## config.mk

```make
export PLATFORM = sky130hd
export DESIGN_NAME = hart_scheduler
export DESIGN_NICKNAME = d
export VERILOG_FILES = /design/src/rtl/hart_scheduler_pkg.sv /design/src/rtl/hart_state_fsm.sv /design/src/rtl/hart_scheduler.sv
export SDC_FILE = /design/constraint.sdc
export NUM_CORES = 1
export LEC_CHECK = 0
export BUFFER_PORTS_ARGS = -buffer_cell sky130_fd_sc_hd__buf_4
export CORE_UTILIZATION = 45
export CTS_CLUSTER_SIZE = 8
export DETAILED_ROUTE_END_ITERATION = 6
export PLACE_DENSITY = 0.73
export SETUP_SLACK_MARGIN = 0.3
export SLEW_MARGIN = 20
export SYNTH_ARGS = -nofsm -noshare
export SYNTH_HDL_FRONTEND = slang
export SYNTH_SLANG_ARGS = --single-unit
```

## constraint.sdc

```tcl
create_clock -name clk -period 3.01 [get_ports clk]
set_clock_uncertainty 0.1 [all_clocks]
set_input_delay 0.1505 -clock clk [delete_from_list [all_inputs] [get_ports clk]]
set_output_delay 0.1505 -clock clk [all_outputs]
set_load 0.01 [all_outputs]
```

## src/rtl/hart_scheduler_pkg.sv

```systemverilog
// Shared definitions for the barrel-issue hart scheduler: hart state encoding
// and default sizing.
package hart_scheduler_pkg;

    typedef enum logic [1:0] {
        HS_OFF   = 2'b00,
        HS_RUN   = 2'b01,
        HS_SLEEP = 2'b10
    } hart_state_e;

    localparam int NUM_HARTS_DEFAULT = 16;
    localparam int HART_ID_W_DEFAULT = $clog2(NUM_HARTS_DEFAULT);

endpackage

```

## src/rtl/hart_state_fsm.sv

```systemverilog
// Per-hart run/sleep/off state machine. Disable dominates; a wake in the same
// cycle as a sleep keeps the hart running.
module hart_state_fsm
    import hart_scheduler_pkg::*;
(
    input  logic        clk,
    input  logic        reset,
    input  logic        enable,
    input  logic        sleep_hit,
    input  logic        wake_hit,
    output hart_state_e state
);

    hart_state_e state_next;

    always_ff @(posedge clk) begin
        if (reset) begin
            state <= HS_OFF;
        end else begin
            state <= state_next;
        end
    end

    always_comb begin
        state_next = state;
        if (!enable) begin
            state_next = HS_OFF;
        end else begin
            case (state)
                HS_OFF:   state_next = HS_RUN;
                HS_RUN:   if (sleep_hit && !wake_hit) state_next = HS_SLEEP;
                HS_SLEEP: if (wake_hit) state_next = HS_RUN;
                default:  state_next = HS_OFF;
            endcase
        end
    end

endmodule

```

## src/rtl/hart_scheduler.sv

```systemverilog
// Barrel-issue scheduler: fixed rotating slot pointer plus per-hart state.
// Optional bubble counter is built when HART_SCHED_PERF_EN is defined.
module hart_scheduler
    import hart_scheduler_pkg::*;
#(
    parameter int NUM_HARTS = NUM_HARTS_DEFAULT,
    parameter int HART_ID_W = $clog2(NUM_HARTS)
) (
    input  logic                 clk,
    input  logic                 reset,
    input  logic [NUM_HARTS-1:0] i_hart_en,
    input  logic                 i_sleep_valid,
    input  logic [HART_ID_W-1:0] i_sleep_hart,
    input  logic                 i_wake_valid,
    input  logic [HART_ID_W-1:0] i_wake_hart,
`ifdef HART_SCHED_PERF_EN
    output logic [31:0]          o_bubble_count,
`endif
    output logic                 o_issue_valid,
    output logic [HART_ID_W-1:0] o_issue_hart,
    output logic [NUM_HARTS-1:0] o_run_mask
);

    logic [HART_ID_W-1:0] slot;
    hart_state_e          hart_state [NUM_HARTS];

    // The slot never skips so each hart sees a fixed NUM_HARTS-cycle spacing.
    always_ff @(posedge clk) begin
        if (reset) begin
            slot <= '0;
        end else begin
            slot <= slot + 1'b1;
        end
    end

    for (genvar i = 0; i < NUM_HARTS; i++) begin : g_hart
        logic sleep_hit;
        logic wake_hit;

        assign sleep_hit = i_sleep_valid && (i_sleep_hart == HART_ID_W'(i));
        assign wake_hit  = i_wake_valid  && (i_wake_hart  == HART_ID_W'(i));

        hart_state_fsm u_fsm (
            .clk       (clk),
            .reset     (reset),
            .enable    (i_hart_en[i]),
            .sleep_hit (sleep_hit),
            .wake_hit  (wake_hit),
            .state     (hart_state[i])
        );

        assign o_run_mask[i] = (hart_state[i] == HS_RUN);
    end

    assign o_issue_hart  = slot;
    assign o_issue_valid = o_run_mask[slot];

`ifdef HART_SCHED_PERF_EN
    always_ff @(posedge clk) begin
        if (reset) begin
            o_bubble_count <= '0;
        end else if (!o_issue_valid) begin
            o_bubble_count <= o_bubble_count + 32'd1;
        end
    end
`endif

endmodule

```

# Yosys cells after proc, flatten, opt, wreduce, memory -nomap -nowiden
# Cells that the tools add are included.
# W data, S select, Z words.
# totals
regBits,36
output_inout_bits,21
input_bits,28
wordCells,293
# op_classes
order_cmp,1
mux,50
bitwise_logic,16
n_eq_ne,94
reduce_logical,114
add_sub_neg,1
# ops
cell,n
$pmux W2 S3,16
$eq A4 B4 Y1 const B,16
$mux W2,32
$ne A2 B1 Y1 const B,32
$logic_and A1 B1 Y1,48
$eq A2 B1 Y1 const B,16
$eq A2 B2 Y1 const B,16
$eq A4 B3 Y1 const B,8
$logic_not A2 Y1,16
$reduce_and A2 Y1,16
$reduce_or A2 Y1,16
$eq A4 B2 Y1 const B,4
$logic_not A1 Y1,16
$not A1 Y1,16
$eq A4 B1 Y1 const B,2
$logic_not A4 Y1,2
$lt A4 B5 Y1 const B,1
$add A4 B1 Y4 const B,1
$bmux W1 S4,1
$mux W1,1

# Depth between registers and ports, before layout
# Gate-level depths: netlist of run 1.
# depth
depth_word,6
depth_mapped,6
ltp_nobuf,5

# By module
# A second synthesis of run 1 with hierarchy kept.
# hier_totals
hier_cells,243
hier_area_um2,2168.3
# by_module_without_submodules
module,area_per_inst_um2,cells_per_inst,seq_area_each_um2,n_inst
hart_state_fsm,93.8,9,40.0,16
hart_scheduler,666.9,99,80.1,1

# Worst setup path before layout of run 1
# No wires, ideal clock.
# synth_path
path_kind,register to output
startpoint,register slot[1] (netlist: o_issue_hart[1])
endpoint,output port o_issue_valid
required_ns,2.759
slack_ns,1.373
n_path_buf,1
stages_incl_launch_ff,7
t_arrival_ns,1.386
cell_sequence,dfxtp_1 buf_2 nor2b_1 a22oi_1 nand4_1 o21ai_0 nor3_1
# synth_via
elab_chain_cells,2
# synth_rtl
item,line,rtl
from (decl),hart_scheduler.sv:24,logic [HART_ID_W-1:0] slot;
from (signal assigned),hart_scheduler.sv:32,slot <= slot + 1'b1;
$bmux W1 S4,hart_scheduler.sv:56,assign o_issue_valid = o_run_mask[slot];
$mux W1 (not written as such),hart_scheduler.sv:56,
to (decl),hart_scheduler.sv:19,"output logic o_issue_valid,"
# Every way passes these cells. The select of a mux whose other input is x is not followed.

# Worst setup path in the final report of run 1
# Same ends and word-level chain as after synthesis.

==> impl_metrics.env, run 1 <==
export IMPL_rr_worst_depth=3
export IMPL_antenna_cells=0
export IMPL_area_delta_synth_final_pct=25.3
export IMPL_die_area_um2=4770
export IMPL_finalWirelength_um=4990
export IMPL_num_vias=1886
export IMPL_p_comb_share_pct=15.0
export IMPL_clkPwrFrac_pct=38.7
export IMPL_tritoncts="yes"
export IMPL_reg2reg_slack_ns=1.76
export IMPL_finalMaxSlewViolations=0
export IMPL_rows=24
export IMPL_final_min_clock_period_ns=2.07
export IMPL_grt_pass1_wl_um=8050
export IMPL_setup_violations=0
export IMPL_holdPathStages=2
export IMPL_viasPerCell=5.58
export IMPL_r2r_start="g_hart[4].u_fsm.state[0]"
export IMPL_hold_path_endpoint="g_hart[1].u_fsm.state[0]"
export IMPL_startpoint_type="flop"
export IMPL_drc=0
export IMPL_root_buffer="clkbuf_8"
export IMPL_io_pins=49
export IMPL_synthArstFlopShare_pct=0
export IMPL_worstMarginPinSlew_ns=0.404
export IMPL_maxSlewHeadroom_pct=73.0
export IMPL_ant_nets=0
export IMPL_setup_slack_ns=0.940
export IMPL_clk_path_buf_depth=2
export IMPL_wl_per_cell_um=14.8
export IMPL_p_per_area_nw_per_um2=435
export IMPL_tns_ns=0
export IMPL_p_sw_uw=284
export IMPL_switching_share_pct=25.8
export IMPL_preCtsSetupSlack_ns=1.28
export IMPL_ir_drop_mv=0.279
export IMPL_power_uw=1100
export IMPL_cts_sinks=36
export IMPL_hold_viol_final=0
export IMPL_clk_pin_slew_ns=0.08
export IMPL_grt_overflow_total=0
export IMPL_rsz0062_at_grt="false"
export IMPL_clock_latency_ns=0.30
export IMPL_leakage_uw=0.00106
export IMPL_die_x_um=69.1
export IMPL_grt_antenna_before_repair=0
export IMPL_timing_rr_end="g_hart[4].u_fsm.state[1]"
export IMPL_path_max_fanout=11
export IMPL_ys_flop_type="dfxtp_1"
export IMPL_cts_max_level=2
export IMPL_p_int_uw=818
export IMPL_drt_iter0_drc=106
export IMPL_start_util_pct=46.8
export IMPL_fin_crit_sh_pct=68.8
export IMPL_gp_congestion=0.782
export IMPL_yosysSeqAreaShare_pct=35.6
export IMPL_fp_coreArea_um2=4320
export IMPL_synth_edff_count=0
export IMPL_synth_area_per_cell_um2=8.57
export IMPL_max_freq_ghz=0.483
export IMPL_dr_pass1_iters=5
export IMPL_p_seq_share_pct=46.3
export IMPL_hold_buffers=0
export IMPL_syn_nets=265
export IMPL_numCtsBuffers=5
export IMPL_outcome="finished, final reports clean"
export IMPL_synth_seq_cells=36
export IMPL_dpl_hpwl_um=3860
export IMPL_crit_required_ns=2.76
export IMPL_ys_types=45
export IMPL_post_cts_buffers=0
export IMPL_min_from="i_hart_en[1]"
export IMPL_critical_path_class="reg2out"
export IMPL_grt_pass1_vias=1705
export IMPL_hold_class="in2reg"
export IMPL_drive_above_1_share_pct=23.8
export IMPL_max_cap_violations=0
export IMPL_port_buffers=48
export IMPL_synth_area_um2=2020
export IMPL_dieHeight_um=69.1
export IMPL_ys_warnings_count=0
export IMPL_grt_max_degree=29
export IMPL_synth_cells=236
export IMPL_endpoint_kind="output port"
export IMPL_grt_usage_pct=21.3
export IMPL_cts_resized=0
export IMPL_final_nets=314
export IMPL_cp_data_arrival_time_ns=1.82
==> cells in the mapped netlist (all sizes together), types with 3 or more instances <==
library cell / count / area share, %
a211oi: 4 / 1.5
a21o: 6 / 2.2
a21oi: 12 / 3.0
a221oi: 6 / 2.6
a22oi: 3 / 1.1
and3b: 3 / 1.3
and4b: 9 / 4.5
clkbuf: 4 / 0.74
dfxtp: 36 / 36
mux2: 3 / 1.9
mux2i: 5 / 2.5
nand2: 14 / 2.7
nand2b: 13 / 4.0
nand3: 17 / 4.5
nand4: 3 / 0.93
nor2: 19 / 4.3
nor2b: 30 / 9.3
nor3: 7 / 1.7
nor3b: 9 / 3.6
o21ai: 10 / 2.5
==> metrics by stage <==
| stage | hold WS (ns) | utilization (%) | instance area, µm² | cells |
|---|---|---|---|---|
| 2_1_floorplan | 0.206 | - | 2020 | 236 |
| 5_1_grt | 0.0215 | 58.6 | 2530 | 338 |
| 3_5_place_dp | 0.318 | 56.0 | 2420 | 330 |
| 6_report | 0.0231 | 58.6 | 2530 | 338 |
| 4_1_cts | 0.0157 | 58.6 | 2530 | 338 |
| 3_3_place_gp | 0.310 | 56.0 | 2420 | 330 |
==> sequential cells by signal (all words and copies together) (netlist names) <==
name                flops
g_hart.u_fsm.state     32
o_issue_hart            4
==> routing by layer <==
metal,global-route usage [%],vias to the layer above,part of all wire [%]
li1,-,964,-
met1,29.4,874,48
met4,5.67,0,0.34
met2,33.2,46,48
met3,4.82,2,3.8
met5,0,-,0
==> cells by family (layout without fill, tap and decap cells) <==
group | after synthesis | after routing | synth area share [%]
compound gates | 46 | 46 | 15.9
xor+xnor | 2 | 2 | 0.866
flops | 36 | 36 | 35.6
mux | 8 | 8 | 4.33
buf+inv | 8 | 58 | 1.61
fa+ha+maj | 1 | 1 | 0.618
simple gates | 135 | 135 | 41.1
==> layout by cell type (no fill, tap or decap), types with 2 or more instances in the layout <==
cell / Yosys / routed
and3b_1: 3 / 3
nor2b_1: 30 / 30
dfxtp_1: 36 / 36
nor3b_1: 8 / 8
a21o_1: 6 / 6
nor4bb_1: 2 / 2
nand2_1: 13 / 13
nand2b_1: 13 / 13
mux2_2: 2 / 2
nand4_1: 3 / 3
a22oi_1: 3 / 3
o21ai_0: 10 / 10
nor4b_1: 2 / 2
inv_1: 2 / 2
a21oi_1: 12 / 12
nor3_1: 7 / 7
buf_4: 0 / 48
clkbuf_8: 0 / 5
a221oi_1: 6 / 6
nor2_1: 15 / 15
nor2_2: 3 / 3
mux2i_1: 5 / 5
a211oi_1: 4 / 4
and4b_1: 9 / 9
nand3_1: 16 / 16
==> layout make-up <==
cell class / instances / area, µm²
Clock buffer: 5 / 68.8
Clock inverter: 3 / 42.5
Fill cell: 415 / 1790
Inverter: 2 / 7.51
Multi-Input combinational cell: 192 / 1270
Sequential cell: 36 / 721
Tap cell: 52 / 65.1
Timing Repair Buffer: 48 / 360
==> power groups by stage <==
stage | Clock [µW] | Combinational, µW | Sequential [µW]
2_1_floorplan | 0 | 87.8 | 515
3_3_place_gp | 0 | 163 | 520
3_5_place_dp | 0 | 165 | 521
4_1_cts | 434 | 166 | 510
5_1_grt | 460 | 180 | 513
6_report | 427 | 165 | 510
==> worst max-delay path, stage by stage (launching register included) <==
cell     delay, ns
dfxtp_1       0.52
nor2b_1       0.32
a22oi_1       0.14
nand4_1       0.10
o21ai_0       0.08
nor3_1        0.20
buf_4         0.15
==> worst max-delay path by stage <==
| stage | start | to | cells after the start |
|---|---|---|---|
| finish | o_issue_hart[1] | o_issue_valid | 6 |
| global route | o_issue_hart[1] | o_issue_valid | 6 |
| CTS | o_issue_hart[1] | o_issue_valid | 6 |
| detailed placement | o_issue_hart[1] | o_issue_valid | 6 |
| global placement | o_issue_hart[1] | o_issue_valid | 6 |
| floorplan | o_issue_hart[1] | o_issue_valid | 6 |
(Power assumes the default switching activity.)
==> run 2: changes to the inputs <==
--- a/config.mk
+++ b/config.mk
@@ -9,7 +9,7 @@
 export CORE_UTILIZATION = 45
 export CTS_CLUSTER_SIZE = 8
 export DETAILED_ROUTE_END_ITERATION = 6
-export PLACE_DENSITY = 0.73
+export PLACE_DENSITY = 0.76
 export SETUP_SLACK_MARGIN = 0.3
 export SLEW_MARGIN = 20
 export SYNTH_ARGS = -nofsm -noshare
==> constraint.sdc (replaced) <==
create_clock -name clk -period 1.85 [get_ports clk]
set_clock_uncertainty 0.1 [all_clocks]
set_input_delay 0.0925 -clock clk [delete_from_list [all_inputs] [get_ports clk]]
set_output_delay 0.0925 -clock clk [all_outputs]
set_load 0.01 [all_outputs]
==> run 2 against run 1 <==
Compared with the run above: critical path depth up 1; clock power up 82%; combinational power up 93%; first-iteration DRC count up 44%; sequential cell count unchanged; critical endpoint unchanged; largest cell class unchanged.
==> impl_metrics.env, run 2 (synthesis gave the netlist of run 1 again) <==
export IMPL_outcome="finished, final reports clean"
export IMPL_startpoint_type="flop"
export IMPL_drt_iter0_drc=153
export IMPL_hold_viol_final=0
export IMPL_hold_path_endpoint="g_hart[4].u_fsm.state[1]"
export IMPL_max_freq_ghz=0.579
export IMPL_die_x_um=69.1
export IMPL_endpoint_kind="output port"
export IMPL_holdPathStages=3
export IMPL_most_common_layout_cells="buf_4, dfxtp_1, nor2b_1"
export IMPL_min_from="i_hart_en[4]"
export IMPL_maxSlewHeadroom_pct=71.9
export IMPL_final_cells=356
export IMPL_area_delta_synth_final_pct=37.5
export IMPL_timing_rr_end="g_hart[4].u_fsm.state[1]"
export IMPL_preCtsSetupSlack_ns=0.192
export IMPL_start_util_pct=46.8
export IMPL_grt_overflow_total=0
export IMPL_worstMarginPinSlew_ns=0.421
export IMPL_reg2reg_slack_ns=0.58
export IMPL_r2r_start="g_hart[4].u_fsm.state[0]"
export IMPL_setup_slack_ns=0.122
export IMPL_rsz0062_at_grt="true"
export IMPL_crit_chain="buf_2 > nor3b_2 > o21ai_0 > nand4_1 > o21ai_1 > nor3_2 > buf_4"
export IMPL_gp_congestion=0.845
export IMPL_critPathTopFamily="simple AND/OR/NAND/NOR gates"
export IMPL_cts_max_level=2
export IMPL_final_nets=332
export IMPL_numCtsBuffers=5
export IMPL_num_vias=2012
export IMPL_rr_worst_depth=3
export IMPL_fillCellCount=393
export IMPL_ir_drop_mv=0.367
export IMPL_root_buffer="clkbuf_8"
export IMPL_slowest_delay_ns=0.37
export IMPL_finalMaxSlewViolations=0
export IMPL_grt_pass1_vias=1856
export IMPL_cp_slowest_cell="dfxtp_4"
export IMPL_finalWirelength_um=5320
export IMPL_final_min_clock_period_ns=1.73
export IMPL_leakage_uw=0.00116
export IMPL_critical_path_class="reg2out"
export IMPL_clock_latency_ns=0.30
export IMPL_p_per_area_nw_per_um2=692
export IMPL_tns_ns=0
export IMPL_grt_pass1_wl_um=8800
export IMPL_max_cap_violations=0
export IMPL_final_common_cell="buf_4"
export IMPL_grt_usage_pct=23.1
export IMPL_io_pins=49
export IMPL_dr_pass1_iters=4
export IMPL_dp_cells=331
export IMPL_dieHeight_um=69.1
export IMPL_fin_crit_sh_pct=93.4
export IMPL_viasPerCell=5.65
export IMPL_port_buffers=48
export IMPL_die_area_um2=4770
export IMPL_drc=0
export IMPL_dpl_hpwl_um=3850
export IMPL_cp_num_buf_inv=2
export IMPL_crit_required_ns=1.66
export IMPL_fp_coreArea_um2=4320
export IMPL_cp_data_arrival_time_ns=1.54
export IMPL_antenna_cells=0
export IMPL_power_uw=1930
export IMPL_wl_per_cell_um=14.9
export IMPL_clk_path_buf_depth=2
export IMPL_largest_register_ffs=32
export IMPL_cts_sinks=36
export IMPL_setup_violations=0
export IMPL_hold_class="in2reg"
export IMPL_grt_max_degree=29
export IMPL_largest_register="g_hart.u_fsm.state"
export IMPL_rows=24
export IMPL_ant_nets=0
export IMPL_drive_above_1_share_pct=29.3
export IMPL_path_max_fanout=6
export IMPL_clk_pin_slew_ns=0.07
export IMPL_grt_antenna_before_repair=0
export IMPL_tritoncts="yes"
run 2: cell count changes in the layout (fill, tap and decap cells not counted), moves of 4 or more:
cell | previous run | this run
dfxtp_1 | 36 | 32
dlygate4sd3_1 | 0 | 15
nor2b_1 | 30 | 20
nor2b_2 | 0 | 8
run 2: worst min-delay path: stages:
cell,delay [ns]
buf_4,0.11
inv_1,0.10
a2111oi_4,0.06
run 2: worst max path at each step:
stage / from / endpoint / depth (start not counted)
after detailed placement: o_issue_hart[1] / o_issue_valid / 6
final: o_issue_hart[1] / o_issue_valid / 7
after global routing: o_issue_hart[1] / o_issue_valid / 7
after floorplan: o_issue_hart[1] / o_issue_valid / 6
after CTS: o_issue_hart[1] / o_issue_valid / 6
after global placement: o_issue_hart[1] / o_issue_valid / 6
run 2: area by class of cell:
type	count	area, µm²	share of cell area [%]
inverter	2	7.51	0.270
tap	52	65.1	2.34
clock buffer	7	96.3	3.46
multi-input combinational	192	1320	47.5
sequential	36	731	26.3
clock inverter	1	30.0	1.08
timing repair buffer	66	531	19.1
run 2: timing repair:
item	4_1_cts	5_1_grt
gates resized for setup	16	7
setup endpoints to repair	1	1
buffers inserted	1	1
hold buffers	15	0
pin swaps	2	2
endpoints found under the hold margin	30	0
run 2: power by group:
group	internal, µW	switching [µW]
registers	801	29.2
clock network	476	302
logic	168	151
total	1440	482
run 2: per-layer routing:
layer  share of wire, %  global-route usage (%)  wire (µm)  vias up
li1                   -                       -          -     1003
met1                 46                    29.5       2460      930
met2                 46                    36.9       2470       67
met3                5.4                    5.99        286       12
met4                2.0                    9.30        105        0
met5                  0                       0          0        -
run 2: stage by stage:
stage	hold WS (ns)	util [%]	area (µm²)
2_1_floorplan	0.148	-	2030
3_3_place_gp	0.251	56.3	2440
3_5_place_dp	0.255	56.3	2440
4_1_cts	0.0197	63.8	2760
5_1_grt	0.0239	64.4	2780
6_report	0.0163	64.4	2780
==> run 3: changes to the inputs <==
--- a/config.mk
+++ b/config.mk
@@ -5,11 +5,12 @@
 export SDC_FILE = /design/constraint.sdc
 export NUM_CORES = 1
 export LEC_CHECK = 0
+export ABC_AREA = 0
 export BUFFER_PORTS_ARGS = -buffer_cell sky130_fd_sc_hd__buf_4
 export CORE_UTILIZATION = 45
 export CTS_CLUSTER_SIZE = 8
 export DETAILED_ROUTE_END_ITERATION = 6
-export PLACE_DENSITY = 0.76
+export PLACE_DENSITY = 0.73
 export SETUP_SLACK_MARGIN = 0.3
 export SLEW_MARGIN = 20
 export SYNTH_ARGS = -nofsm -noshare
==> constraint.sdc (replaced) <==
create_clock -name clk -period 1.7 [get_ports clk]
set_clock_uncertainty 0.1 [all_clocks]
set_input_delay 0.085 -clock clk [delete_from_list [all_inputs] [get_ports clk]]
set_output_delay 0.085 -clock clk [all_outputs]
set_load 0.01 [all_outputs]
==> run 3 against run 2 <==
Compared with the run above: the run now ends with setup timing left; first-iteration DRC count down 41%; critical path depth down 2; final cell count up 1.7%; core utilization up 1.2 points; clock-buffer cell count down 1; die area unchanged; routed wire length down 0.49%.
==> impl_metrics.env, run 3 (synthesis gave the netlist of run 1 again) <==
export IMPL_viasPerCell=5.46
export IMPL_dpl_hpwl_um=3900
export IMPL_die_area_um2=4770
export IMPL_maxSlewHeadroom_pct=75.3
export IMPL_rows=24
export IMPL_numCtsBuffers=5
export IMPL_clk_pin_slew_ns=0.08
export IMPL_setup_violations=1
export IMPL_grt_pass1_vias=1912
export IMPL_drc=0
export IMPL_gp_congestion=0.947
export IMPL_drt_iter0_drc=91
export IMPL_worstMarginPinSlew_ns=0.369
export IMPL_grt_pass1_wl_um=8890
export IMPL_wl_per_cell_um=14.6
export IMPL_io_pins=49
export IMPL_whs_ns=0.0453
export IMPL_failed_checks="setup timing"
export IMPL_leakage_uw=0.00119
export IMPL_most_common_layout_cells="buf_4, dfxtp_1, nor2b_1"
export IMPL_finalWirelength_um=5290
export IMPL_rsz0062_at_grt="true"
export IMPL_grt_max_degree=29
export IMPL_crit_required_ns=1.51
export IMPL_die_x_um=69.1
export IMPL_final_min_clock_period_ns=1.72
export IMPL_dieHeight_um=69.1
export IMPL_fp_coreArea_um2=4320
export IMPL_final_nets=338
export IMPL_fin_crit_sh_pct=101
export IMPL_p_per_area_nw_per_um2=711
export IMPL_dp_cells=337
export IMPL_num_vias=1978
export IMPL_clk_path_buf_depth=2
export IMPL_cp_data_arrival_time_ns=1.53
export IMPL_clock_latency_ns=0.30
export IMPL_outcome="finished, violations left"
export IMPL_final_common_cell="buf_4"
export IMPL_cts_max_level=2
export IMPL_root_buffer="clkbuf_8"
export IMPL_ir_drop_mv=0.584
export IMPL_finalMaxSlewViolations=0
export IMPL_hold_viol_final=0
export IMPL_area_delta_synth_final_pct=40.1
export IMPL_grt_overflow_total=0
export IMPL_hold_class="in2reg"
export IMPL_tritoncts="yes"
export IMPL_ant_nets=0
export IMPL_antenna_cells=0
export IMPL_max_freq_ghz=0.582
export IMPL_drive_above_1_share_pct=30.3
export IMPL_largest_register="g_hart.u_fsm.state"
export IMPL_largest_register_ffs=32
export IMPL_port_buffers=48
export IMPL_final_cells=362
export IMPL_setup_slack_ns=-0.0189
export IMPL_utilization_pct=65.5
export IMPL_critical_path_class="reg2out"
export IMPL_endpoint_kind="output port"
export IMPL_cts_sinks=36
export IMPL_max_cap_violations=0
export IMPL_grt_antenna_before_repair=0
export IMPL_dr_pass1_iters=4
export IMPL_start_util_pct=46.8
export IMPL_startpoint_type="flop"
export IMPL_grt_usage_pct=23.6
export IMPL_path_max_fanout=4
-- run 3: power breakdown --
part           internal [µW]  switching (µW)
logic                    197             171
clock network            435             308
registers                872            30.9
-- run 3: worst paths after layout --
check	from	to	slack [ns]	cells after the start
setup reg to reg	g_hart[4].u_fsm.state[0]	g_hart[4].u_fsm.state[1]	0.44	3
setup / recovery	g_hart[7].u_fsm.state[0]	o_issue_valid	-0.02	5
hold reg to reg	g_hart[13].u_fsm.state[0]	g_hart[13].u_fsm.state[0]	0.36	1
hold / removal	reset	o_issue_hart[0]	0.05	2
-- run 3: worst max-delay path, stage by stage, from the launching register on --
cell	delay, ns
dfxtp_2	0.34
nor2b_1	0.14
a311o_1	0.36
a211oi_2	0.18
nor3_2	0.07
buf_4	0.14
-- run 3: layout make-up --
type	count	area (µm²)
Clock buffer	6	72.6
Clock inverter	2	35.0
Fill cell	387	1490
Inverter	2	7.51
Multi-Input combinational cell	192	1340
Sequential cell	36	731
Tap cell	52	65.1
Timing Repair Buffer	72	584
-- run 3: metal layers --
| layer | vias up | wire (µm) | track usage [%] |
|---|---|---|---|
| li1 | 1007 | - | - |
| met1 | 913 | 2440 | 28.7 |
| met2 | 47 | 2530 | 39.6 |
| met3 | 11 | 217 | 6.14 |
| met4 | 0 | 104 | 9.07 |
| met5 | - | 0 | 0 |
-- run 3: timing repair --
item	in CTS	in global routing
buffers inserted	0	1
gates resized for setup	11	13
setup endpoints to repair	1	2
cloned	0	0
hold buffers	16	0
hold endpoints to repair	31	0
pin swaps	0	3
-- run 3: stage by stage --
stage / setup TNS [ns] / worst slack [ns] / instance area (µm²) / total power [µW]
finish: -0.0189 / -0.0189 / 2830 / 2010
global route: -0.116 / -0.116 / 2830 / 2100
CTS: -0.0186 / -0.0186 / 2780 / 2020
detailed placement: 0 / 0.192 / 2490 / 1230
global placement: 0 / 0.227 / 2490 / 1230
floorplan: 0 / 0.301 / 2040 / 1070
